## config.mk

```make
export PLATFORM = sky130hd
export DESIGN_NAME = ltl_report_collector
export DESIGN_NICKNAME = d
export VERILOG_FILES = /design/src/rtl/ltl_monitor_pkg.sv /design/src/rtl/ltl_report_fifo.sv /design/src/rtl/ltl_report_collector.sv
export SDC_FILE = /design/constraint.sdc
export NUM_CORES = 1
export LEC_CHECK = 0
export ABC_AREA = 0
export BUFFER_PORTS_ARGS = -buffer_cell sky130_fd_sc_hd__buf_4
export CORE_UTILIZATION = 50
export DETAILED_ROUTE_END_ITERATION = 8
export PLACE_DENSITY = 0.68
export SYNTH_ARGS = -nofsm -noshare
export SYNTH_HDL_FRONTEND = slang
export SYNTH_HIERARCHICAL = 1
export SYNTH_SLANG_ARGS = --single-unit
```

## constraint.sdc

```tcl
create_clock -name clk -period 4.3 [get_ports clk]
set_input_delay 0.86 -clock clk [delete_from_list [all_inputs] [get_ports clk]]
set_output_delay 0.86 -clock clk [all_outputs]
set_load 0.03 [all_outputs]
```

## src/rtl/ltl_monitor_pkg.sv

```systemverilog
// Shared types and defaults for the LTL monitor report path.
// Record layout, default sizes and a saturating counter helper.
package ltl_monitor_pkg;

  localparam int unsigned DEF_NUM_REPORTS = 4;
  localparam int unsigned DEF_DEPTH       = 8;
  localparam int unsigned DEF_TS_W        = 16;
  localparam int unsigned SYM_W           = 8;
  localparam int unsigned CNT_W           = 8;

  typedef struct packed {
    logic [DEF_NUM_REPORTS-1:0] report;
    logic [SYM_W-1:0]           symbol;
    logic [DEF_TS_W-1:0]        ts;
  } ltl_report_rec_t;

  function automatic logic [CNT_W-1:0] sat_inc8(input logic [CNT_W-1:0] v);
    if (v == 8'hFF) begin
      return 8'hFF;
    end else begin
      return v + 8'd1;
    end
  endfunction

endpackage

```

## src/rtl/ltl_report_fifo.sv

```systemverilog
// Generic synchronous FIFO with a registered head (valid + data) and full/empty/count.
// A push while full is accepted only when a pop frees a slot in the same cycle.
module ltl_report_fifo #(
  parameter int unsigned W     = 8,
  parameter int unsigned DEPTH = 8,
  localparam int unsigned AW   = (DEPTH > 1) ? $clog2(DEPTH) : 1
) (
  input  logic         clk,
  input  logic         reset_n,
  input  logic         clear,
  input  logic         wr_en,
  input  logic [W-1:0] wr_data,
  input  logic         rd_en,
  output logic         rd_valid,
  output logic [W-1:0] rd_data,
  output logic         full,
  output logic         empty,
  output logic [AW:0]  count
);

  localparam logic [AW:0] FULL_CNT = (AW+1)'(DEPTH);

  logic [W-1:0]  mem_r [DEPTH];
  logic [AW-1:0] wr_ptr_r;
  logic [AW-1:0] rd_ptr_r;
  logic [AW:0]   count_r;
  logic          valid_r;
  logic [W-1:0]  data_r;

  logic          pop_s;
  logic          push_s;
  logic [AW:0]   remain_s;
  logic [AW:0]   count_nxt_s;
  logic [AW-1:0] rd_ptr_nxt_s;
  logic [W-1:0]  head_nxt_s;

  // Next-state: accepted push/pop, occupancy and the record that becomes the head.
  always_comb begin
    pop_s        = rd_en && valid_r;
    push_s       = wr_en && ((count_r != FULL_CNT) || pop_s);
    remain_s     = count_r - {{AW{1'b0}}, pop_s};
    count_nxt_s  = remain_s + {{AW{1'b0}}, push_s};
    rd_ptr_nxt_s = rd_ptr_r;
    head_nxt_s   = data_r;
    if (pop_s) begin
      rd_ptr_nxt_s = rd_ptr_r + AW'(1);
    end else begin
      rd_ptr_nxt_s = rd_ptr_r;
    end
    // With nothing left behind the head, a push goes straight into the head register.
    if (remain_s == {(AW+1){1'b0}}) begin
      if (push_s) begin
        head_nxt_s = wr_data;
      end else begin
        head_nxt_s = data_r;
      end
    end else begin
      head_nxt_s = mem_r[rd_ptr_nxt_s];
    end
  end

  // Storage array write port; contents need no reset because count gates visibility.
  always_ff @(posedge clk) begin
    if (push_s && !clear) begin
      mem_r[wr_ptr_r] <= wr_data;
    end
  end

  // Pointers, occupancy and registered head.
  always_ff @(posedge clk or negedge reset_n) begin
    if (!reset_n) begin
      wr_ptr_r <= {AW{1'b0}};
      rd_ptr_r <= {AW{1'b0}};
      count_r  <= {(AW+1){1'b0}};
      valid_r  <= 1'b0;
      data_r   <= {W{1'b0}};
    end else if (clear) begin
      wr_ptr_r <= {AW{1'b0}};
      rd_ptr_r <= {AW{1'b0}};
      count_r  <= {(AW+1){1'b0}};
      valid_r  <= 1'b0;
      data_r   <= {W{1'b0}};
    end else begin
      if (push_s) begin
        wr_ptr_r <= wr_ptr_r + AW'(1);
      end
      rd_ptr_r <= rd_ptr_nxt_s;
      count_r  <= count_nxt_s;
      valid_r  <= (count_nxt_s != {(AW+1){1'b0}});
      data_r   <= head_nxt_s;
    end
  end

  assign rd_valid = valid_r;
  assign rd_data  = data_r;
  assign full     = (count_r == FULL_CNT);
  assign empty    = !valid_r;
  assign count    = count_r;

endmodule

```

## src/rtl/ltl_report_collector.sv

```systemverilog
// Tags non-empty automaton reports with their triggering symbol and a timestamp,
// buffers them for the report bus, and accounts for records dropped while full.
module ltl_report_collector
  import ltl_monitor_pkg::*;
#(
  parameter int unsigned NUM_REPORTS = DEF_NUM_REPORTS,
  parameter int unsigned DEPTH       = DEF_DEPTH,
  parameter int unsigned TS_W        = DEF_TS_W
) (
  input  logic                   clk,
  input  logic                   reset_n,
  input  logic                   run,
  input  logic [SYM_W-1:0]       symbols,
  input  logic [NUM_REPORTS-1:0] report_in,
  input  logic                   clear,
  output logic                   out_valid,
  input  logic                   out_ready,
  output logic [NUM_REPORTS-1:0] out_report,
  output logic [SYM_W-1:0]       out_symbol,
  output logic [TS_W-1:0]        out_ts,
  output logic                   overflow,
  output logic [CNT_W-1:0]       drop_count
);

  localparam int unsigned AW    = $clog2(DEPTH);
  localparam int unsigned REC_W = NUM_REPORTS + SYM_W + TS_W;
  localparam logic [AW:0] FULL_CNT = (AW+1)'(DEPTH);

  typedef struct packed {
    logic [NUM_REPORTS-1:0] report;
    logic [SYM_W-1:0]       symbol;
    logic [TS_W-1:0]        ts;
  } rec_t;

  logic [TS_W-1:0]  ts_r;
  logic [SYM_W-1:0] sym_d_r;
  logic [TS_W-1:0]  ts_d_r;
  logic             pend_r;
  logic             overflow_r;
  logic [CNT_W-1:0] drop_count_r;

  logic             push_req_s;
  logic             pop_s;
  logic             drop_s;
  logic             fifo_wr_s;
  rec_t             wr_rec_s;
  rec_t             head_s;
  logic [REC_W-1:0] fifo_rd_data_s;
  logic             fifo_rd_valid_s;
  logic             fifo_full_s;
  logic             fifo_empty_s;
  logic [AW:0]      fifo_count_s;

  // Push/pop/drop decisions; report_in is one run-cycle behind symbols, hence sym_d/ts_d.
  always_comb begin
    push_req_s = pend_r && (|report_in);
    pop_s      = out_ready && !fifo_empty_s;
    fifo_wr_s  = push_req_s && (!fifo_full_s || pop_s);
    drop_s     = push_req_s && !pop_s && (fifo_count_s == FULL_CNT);
    wr_rec_s   = '{report: report_in, symbol: sym_d_r, ts: ts_d_r};
  end

  // Symbol/timestamp of the last accepted symbol, aligned with the registered reports.
  always_ff @(posedge clk or negedge reset_n) begin
    if (!reset_n) begin
      sym_d_r <= {SYM_W{1'b0}};
      ts_d_r  <= {TS_W{1'b0}};
    end else if (run) begin
      sym_d_r <= symbols;
      ts_d_r  <= ts_r;
    end
  end

  // Timestamp, pending-symbol flag and drop statistics; clear wins over everything.
  always_ff @(posedge clk or negedge reset_n) begin
    if (!reset_n) begin
      ts_r         <= {TS_W{1'b0}};
      pend_r       <= 1'b0;
      overflow_r   <= 1'b0;
      drop_count_r <= {CNT_W{1'b0}};
    end else if (clear) begin
      ts_r         <= {TS_W{1'b0}};
      pend_r       <= 1'b0;
      overflow_r   <= 1'b0;
      drop_count_r <= {CNT_W{1'b0}};
    end else begin
      if (run) begin
        ts_r   <= ts_r + TS_W'(1);
        pend_r <= 1'b1;
      end
      if (drop_s) begin
        overflow_r   <= 1'b1;
        drop_count_r <= sat_inc8(drop_count_r);
      end
    end
  end

  ltl_report_fifo #(
    .W     (REC_W),
    .DEPTH (DEPTH)
  ) u_fifo (
    .clk      (clk),
    .reset_n  (reset_n),
    .clear    (clear),
    .wr_en    (fifo_wr_s),
    .wr_data  (wr_rec_s),
    .rd_en    (out_ready),
    .rd_valid (fifo_rd_valid_s),
    .rd_data  (fifo_rd_data_s),
    .full     (fifo_full_s),
    .empty    (fifo_empty_s),
    .count    (fifo_count_s)
  );

  assign head_s     = fifo_rd_data_s;
  assign out_valid  = fifo_rd_valid_s;
  assign out_report = head_s.report;
  assign out_symbol = head_s.symbol;
  assign out_ts     = head_s.ts;
  assign overflow   = overflow_r;
  assign drop_count = drop_count_r;

endmodule

```

==> impl_metrics.toml, run 1 <==
[cells_and_area]
final_layout_size_suffix_gt1_share_pct = 14.17
area_growth_pct = 12.74
final_cell_mix = "224 x edfxtp_1, 176 x a21oi_1, 123 x nand2_1"
antenna_cells = 0
fin_nets = 1353
layout_commonest_cell = "edfxtp_1"
final_area_mm2 = 0.01698

[die]
die-area_mm2 = 0.03082
initial_core_util_pct = 50.81
dieHeight_um = 175.5
row_count = 63
die-width_um = 175.5
pin_count = 55
core_mm2 = 0.02964

[timing]
rsz0062_at_grt = "no"
fin_crit_ps = 3052
maxSlewViolCount = 0
setup_viol = 0
max_slew_margin_pct = 31.26
hold_viol_final = 0
fin_crit_sh_pct = 70.99
clock_skew_ps = 16.43
tightestPinTransition_ps = 1031
setup_ws_ps = 1248
fmax_mhz = 327.6

[global_route]
grt_max_degree = 115
grt-ovfl-total = 0
track_usage_pct = 27.45
grt_pass1_vias = 11388
grt_pass1_wl_mm = 65.17
antenna_found_initial = 0

[critical_path]
worstSetupStartpoint = "u_fifo/rd_valid"
worst_setup_path_start_kind = "flip-flop"
critPathMaxFanout = 29
r2r-end = "u_fifo/rd_data[19]"
path_class = "reg2reg"
end_kind = "flip-flop"
required_ps = 4740
cp-endpoint = "u_fifo/rd_data[19]"
r2r_setup_slack_ps = 1250
reg2regPathDepth = 10
r2r-start = "u_fifo/rd_valid"
cp.arrival_ps = 3490

[clocking]
postCtsHoldBufs = 0
cts_tree = "done"
ctsResizeCount = 0
clockBufferDepth = 3
clk_pin_slew_worst_paths_ps = 60
clk_latency_ps = 520
h-tree-depth = 2
clock-sinks = 313
cts_buffers = 35
postCtsSetupBuffers = 0
cts-root-buf = "clkbuf_16"

[logic_synthesis]
yosysWarnings = 6
ys_seq_area_share_pct = 59.45
synth_xor_xnor_area_share_pct = 1.047
muxShareOfSynthArea_pct = 1.928
synthSimpleGateAreaFrac_pct = 9.305
synth_top_family_by_area = "compound AO/OA/AOI/OAI gates"
dominantRegCellSynth = "edfxtp_1"
syn_inst = 1327
synth.cell_area_mm2 = 0.01506
synth-seq-cells = 313
synth_cell_types = 55
synth-compound-area-share_pct = 22.98
syn_nets = 1352
synthAdderAreaFrac_pct = 0.6647
syn_area_per_cell_um2 = 11.35
synth-edff-count = 224
synthArstFlopShare_pct = 28.43

[drt]
drc = 0
drt_iter0_markers = 1278
routed_wl_mm = 41.63
ant_nets = 0
viasPerCell = 6.618
wl_per_cell_um = 23.86
dr.pass1.iters = 5
vias = 11548

[run_status]
outcome = "complete, no violations"

[hold_path]
hp-class = "in2async"

[placed_design]
place_ws_ps = 832.6
gp_congestion = 0.7911
dp_hpwl_mm = 22.06
placed_cell_area_mm2 = 0.01586
io_buffers = 54

[power_and_ir_drop]
max-vdd-ir-drop_v = 0.0003364
p_leak_nw = 6.183
powerDensity_mw_per_mm2 = 598.6

[flow_run]
drv_cap = 0
worst max-delay path: stages, from the launching register on:
cell	delay, ps
dfrtp_1	470
nand2_4	140
clkinv_2	90
ha_1	200
ha_1	200
xnor2_1	290
nand3_1	150
or2_2	670
nor3_4	270
buf_4	310
a22o_1	200
routing by layer:
metal  routed length, µm  track usage [%]  up-vias
li1                    -                -     5166
met1               17040            38.05     5689
met2               19610            44.15      599
met3                3902            4.351       94
met4                1084            9.275        0
met5                   0                0        -
Yosys cell counts, drive strengths merged, types with 8 or more instances:
| master | number | area (µm²) |
|---|---|---|
| mux2 | 24 | 270.3 |
| nand4 | 8 | 50.05 |
| nor2 | 61 | 229.0 |
| o2bb2ai | 28 | 245.2 |
| xor2 | 12 | 105.1 |
| a31oi | 29 | 181.4 |
| buf | 50 | 266.5 |
| o211ai | 28 | 210.2 |
| a32oi | 28 | 245.2 |
| dfrtp | 89 | 2227 |
| a21oi | 177 | 889.6 |
| o21ai | 32 | 160.2 |
| clkbuf | 79 | 297.8 |
| edfxtp | 224 | 6726 |
| a22o | 28 | 245.2 |
| o2111ai | 28 | 245.2 |
| nand2 | 124 | 468.0 |
| ha | 8 | 100.1 |
| and3 | 34 | 212.7 |
| a211oi | 89 | 678.2 |
| nand3 | 37 | 185.2 |
| inv | 35 | 131.4 |
| a221o | 28 | 280.3 |
power by group:
| group | internal, mW | leakage [nW] | switching, mW |
|---|---|---|---|
| Sequential | 3.45 | 3.23 | 0.210 |
| Combinational | 1.23 | 2.40 | 2.32 |
| Clock | 1.78 | 0.548 | 1.17 |
sequential cells by signal, summed over array words and instances (netlist names), 3 cells and up:
signal and cells:
u_fifo/rd_data 28, ts_d_r 16, drop_count 8, sym_d_r 8
u_fifo/wr_ptr_r 3, u_fifo/count 4, ts_r 16, u_fifo/mem_r 224
u_fifo/rd_ptr_r 3
how the worst min path moves through the flow:
stage,from,end,slack (ps),depth (start not counted)
after floorplan,pend_r,pend_r,490,2
after global placement,overflow,overflow,490,2
after detailed placement,u_fifo/rd_data[24],u_fifo/rd_data[24],500,1
after CTS,reset_n,ts_d_r[14],480,1
after global routing,reset_n,ts_r[15],520,1
final,reset_n,ts_d_r[14],470,1
through the flow:
stage,hold slack [ps],std cells,setup TNS (ps),power (mW),utilization (%)
5_1_grt,519.3,1745,0,10.63,57.28
2_1_floorplan,485.5,1327,-4846,6.147,-
4_1_cts,483.3,1745,0,10.14,57.28
3_5_place_dp,495.7,1681,0,7.200,53.50
6_report,471.7,1745,0,10.16,57.28
3_3_place_gp,487.4,1681,0,7.129,53.50
kinds of logic (layout without fill, tap and decap cells):
kind of cell | Yosys count | in the layout
buffers and inverters | 164 | 192
adder cells (fa/ha/maj) | 8 | 8
flip-flops | 313 | 313
multiplexers | 26 | 26
XOR/XNOR | 18 | 18
AO/OA/AOI/OAI | 502 | 502
AND/OR/NAND/NOR | 296 | 296
area by class of cell:
class                   instances  area (µm²)
flip-flops and latches        313        8961
clock buffers                  50       942.2
clock inverters                14       178.9
well taps                     390       488.0
inverters                      35       132.6
fillers                      2439       12660
multi-input cells             850        5514
repair buffers                 93       760.7
Power figures use the tool's default switching activity.
==> run 2: changes to the inputs <==
clock period = 2.64 ns   (was 4.3 ns; I/O delays follow)
==> impl_metrics.toml, run 2 (same netlist as run 1, synthesis figures left out) <==
[drt]
drt_iter0_markers = 1361
ant_nets = 0
dr.pass1.iters = 5
drc = 0
routed_wl_mm = 41.66
wl_per_cell_um = 23.38
viasPerCell = 6.598
vias = 11758

[cells_and_area]
fin_nets = 1390
final_cell_mix = "224 x edfxtp_1, 175 x a21oi_1, 123 x nand2_1"
layout_commonest_cell = "edfxtp_1"
final_area_mm2 = 0.01751
stdcell_count = 1782
final_util_pct = 59.09
fillers = 2409
largest_register = "u_fifo/mem_r"
largest_reg_flops = 224
area_growth_pct = 16.30
antenna_cells = 0
final_layout_size_suffix_gt1_share_pct = 16.81
regArea_mm2 = 0.008962
multi_input_area_mm2 = 0.005568

[critical_path]
slowest_stage = "dfrtp_2"
cpMostUsedCell = "buf_4"
path_cells = "buf_4 > nand2_4 > clkinv_2 > ha_1 > ha_2 > xnor2_2 > nand3_1 > or2_4 > nor3_4 > buf_4 > a22o_1"
cp.arrival_ps = 2960
crit_family = "simple AND/OR/NAND/NOR gates"
critPathMaxFanout = 10
path_class = "reg2reg"
worst_setup_path_start_kind = "flip-flop"
cp_slowest_stage_delay_ps = 390
path_buf_inv = 3
required_ps = 3080
end_kind = "flip-flop"

[clocking]
cts_tree = "done"
h-tree-depth = 2
clk_latency_ps = 520
clockBufferDepth = 3
clock-sinks = 313
clk_pin_slew_worst_paths_ps = 50
cts-root-buf = "clkbuf_16"
cts_buffers = 35

[placed_design]
place_ws_ps = -196.2
dp_hpwl_mm = 23.27
io_buffers = 54
dp_cells = 1713
gp_congestion = 0.7909
placed_cell_area_mm2 = 0.01638

[timing]
setup_viol = 0
setup_ws_ps = 115.2
fin_crit_sh_pct = 95.64
hold_viol_final = 0
fin_crit_ps = 2525
max_slew_margin_pct = 34.73
maxSlewViolCount = 0
clock_skew_ps = 20.38
setup_tns_ps = 0
tightestPinTransition_ps = 975.9
fmax_mhz = 396.1
rsz0062_at_grt = "yes"

[global_route]
grt_pass1_vias = 11422
track_usage_pct = 27.48
top_usage_layer = "met2"
grt-ovfl-total = 0
antenna_found_initial = 0
grt_util_met1_pct = 38.72
grt_use_met2_pct = 43.44
grt_max_degree = 142
use_met3_pct = 4.286
grt_pass1_wl_mm = 64.91

[power_and_ir_drop]
p_leak_nw = 6.404
max-vdd-ir-drop_v = 0.0005635
powerDensity_mw_per_mm2 = 956.7

[die]
die-area_mm2 = 0.03082
die-width_um = 175.5
row_count = 63
dieHeight_um = 175.5
initial_core_util_pct = 50.81
core_mm2 = 0.02964
pin_count = 55

[flow_run]
drv_cap = 0

[hold_path]
hp-class = "in2reg"

[run_status]
outcome = "complete, no violations"
run 2: final cells by class:
class / count / area share (%)
sequential: 313 / 51.17
inverter: 35 / 0.7572
tap: 390 / 2.786
clock buffer: 52 / 5.708
clock inverter: 12 / 0.3929
multi-input combinational: 850 / 31.79
timing repair buffer: 130 / 7.394
run 2: what timing repair did:
action | CTS | global route
hold buffers | 1 | 0
pin swaps | 1 | 1
gates resized for setup | 0 | 1
endpoints found under the hold margin | 13 | 0
setup buffers | 3 | 1
endpoints found under the setup margin | 12 | 19
run 2: per-stage QoR:
step	hold slack (ps)	total power, mW
finish	214.1	16.76
global route	210.0	17.53
CTS	197.4	16.73
detailed placement	496.6	12.22
global placement	489.2	12.08
floorplan	232.4	10.12
run 2: routing by layer:
metal,share of wire (%),vias to the layer above
met4,2.7,0
met3,9.5,103
met1,41,5790
met5,0,-
met2,47,612
li1,-,5253
run 2: final timing paths:
| check | from | to | slack [ps] | depth (start not counted) |
|---|---|---|---|---|
| worst max-delay path | u_fifo/rd_valid | u_fifo/rd_data[23] | 120 | 11 |
| worst min-delay path | clear | u_fifo/wr_ptr_r[2] | 210 | 2 |
| min in group asynchronous | reset_n | ts_d_r[15] | 520 | 2 |
| worst max register to register | u_fifo/rd_valid | u_fifo/rd_data[23] | 120 | 11 |
| worst min register to register | u_fifo/rd_data[13] | u_fifo/rd_data[13] | 510 | 1 |
| max in group asynchronous | reset_n | sym_d_r[0] | 1470 | 3 |
run 2: power by group:
part	leakage [nW]	total [mW]	internal (mW)	switching [mW]
Clock	0.525	4.54	2.63	1.91
Combinational	2.65	6.30	2.37	3.93
Sequential	3.23	5.92	5.62	0.294
Total	6.40	16.8	10.6	6.14
==> run 3: changes to the inputs <==
CORE_UTILIZATION = 56   (was 50)
PLACE_DENSITY = 0.75   (was 0.68)
==> impl_metrics.toml, run 3 (same netlist as run 1, synthesis figures left out) <==
[power_and_ir_drop]
p_leak_nw = 6.357
power_mw = 16.76
max-vdd-ir-drop_v = 0.0007579
powerDensity_mw_per_mm2 = 965.5

[placed_design]
place_ws_ps = -214.8
gp_congestion = 0.7777
dp_hpwl_mm = 21.76
io_buffers = 54

[cells_and_area]
area_growth_pct = 15.30
largest_reg_flops = 224
fillers = 1903
antenna_cells = 0
layout_commonest_cell = "edfxtp_1"
fin_nets = 1379
final_layout_size_suffix_gt1_share_pct = 16.30
final_cell_mix = "224 x edfxtp_1, 175 x a21oi_1, 123 x nand2_1"
final_util_pct = 66.25
largest_register = "u_fifo/mem_r"

[drt]
vias = 11755
routed_wl_mm = 40.92
dr.pass1.iters = 9
drc = 5
ant_nets = 0
drt_iter0_markers = 1460
wl_per_cell_um = 23.86
viasPerCell = 6.854

[critical_path]
cp.arrival_ps = 2720
worst_setup_path_start_kind = "flip-flop"
cp_slowest_stage_delay_ps = 850
r2r_setup_slack_ps = 50
slowest_stage = "nor2_2"
crit_family = "simple AND/OR/NAND/NOR gates"
required_ps = 2770
path_class = "reg2reg"
path_buf_inv = 1
critPathMaxFanout = 14
path_cells = "nor2_1 > and3_4 > a21oi_2 > a21boi_4 > nand3b_1 > buf_4 > nor2_2"
end_kind = "flip-flop"

[timing]
fin_crit_ps = 2589
maxSlewViolCount = 0
tightestPinTransition_ps = 1134
setup_ws_ps = 50.68
clock_skew_ps = 13.23
hold_viol_final = 0
max_slew_margin_pct = 24.31
fin_crit_sh_pct = 98.08
setup_viol = 0
rsz0062_at_grt = "no"
fmax_mhz = 386.2
setup_tns_ps = 0

[die]
initial_core_util_pct = 57.46
row_count = 59
die-area_mm2 = 0.02755
pin_count = 55
core_mm2 = 0.02621
die-width_um = 166.0
dieHeight_um = 166.0

[global_route]
grt_pass1_vias = 11382
track_usage_pct = 29.51
grt_max_degree = 142
grt_pass1_wl_mm = 63.16
grt-ovfl-total = 0
antenna_found_initial = 0

[clocking]
clk_pin_slew_worst_paths_ps = 60
postCtsHoldBufs = 0
cts_tree = "done"
cts_buffers = 34
clk_latency_ps = 520
clockBufferDepth = 3
cts-root-buf = "clkbuf_16"
clock-sinks = 313
h-tree-depth = 2

[hold_path]
hp-class = "in2async"

[flow_run]
drv_cap = 0

[run_status]
violations = "DRC"
outcome = "finished with violations"
==> run 3: cell types whose count changed in the layout (fill, tap and decap cells not counted), sizes merged, moves of 2 or more <==
cell | before | now
nor2 | 61 | 63
clkbuf | 52 | 50
buf | 129 | 118
inv | 37 | 34
==> run 3: worst reg2reg max path: cells and delay by family (launching register included) <==
kind / cells / cell delay (ps)
compound gates: 2 / 370
buf+inv: 1 / 200
flops: 1 / 360
simple gates: 4 / 1270
==> run 3: stage by stage <==
stage | instance area (µm²) | hold slack (ps) | cells
after floorplan | 15200 | 232.4 | 1327
after detailed placement | 16180 | 493.9 | 1648
after global routing | 17360 | 74.35 | 1715
final | 17360 | 43.48 | 1715
after CTS | 17330 | 64.59 | 1712
after global placement | 16180 | 486.2 | 1648
==> run 3: layer usage <==
metal	global-route usage, %	share of wire [%]
met1	40.45	40
met2	47.75	47
met3	4.337	9.8
met4	11.58	3.0
met5	0	0
==> run 3: cell type report <==
class | count | area [µm²] | area share [%]
clock buffers | 50 | 1025 | 5.902
clock inverters | 12 | 80.08 | 0.4612
inverters | 35 | 132.6 | 0.7639
multi-input cells | 852 | 5592 | 32.20
flip-flops and latches | 313 | 8962 | 51.62
well taps | 335 | 419.2 | 2.414
repair buffers | 118 | 1152 | 6.637
==> run 3: worst paths after layout <==
| check | from | cells after the start | to |
|---|---|---|---|
| worst min register to register | u_fifo/rd_data[4] | 1 | u_fifo/rd_data[4] |
| worst min-delay path | reset_n | 1 | ts_r[13] |
| worst max register to register | u_fifo/count[1] | 7 | u_fifo/mem_r[7][1] |
| worst max-delay path | u_fifo/count[1] | 7 | u_fifo/mem_r[7][1] |
| min in group clk | report_in[1] | 1 | u_fifo/mem_r[4][25] |
| max in group asynchronous | reset_n | 2 | sym_d_r[2] |
==> run 3: timing repair <==
| action | 4_1_cts | 5_1_grt |
|---|---|---|
| setup endpoints to repair | 13 | 84 |
| cloned | 0 | 2 |
| buffers inserted | 2 | 1 |
| gates resized for setup | 0 | 2 |
| pin swaps | 1 | 4 |
==> run 3: report_power, final <==
group	internal [mW]	switching, mW	total (mW)
registers	5.62	0.276	5.90
logic	2.30	3.92	6.22
clock network	2.79	1.86	4.65
total	10.7	6.06	16.8
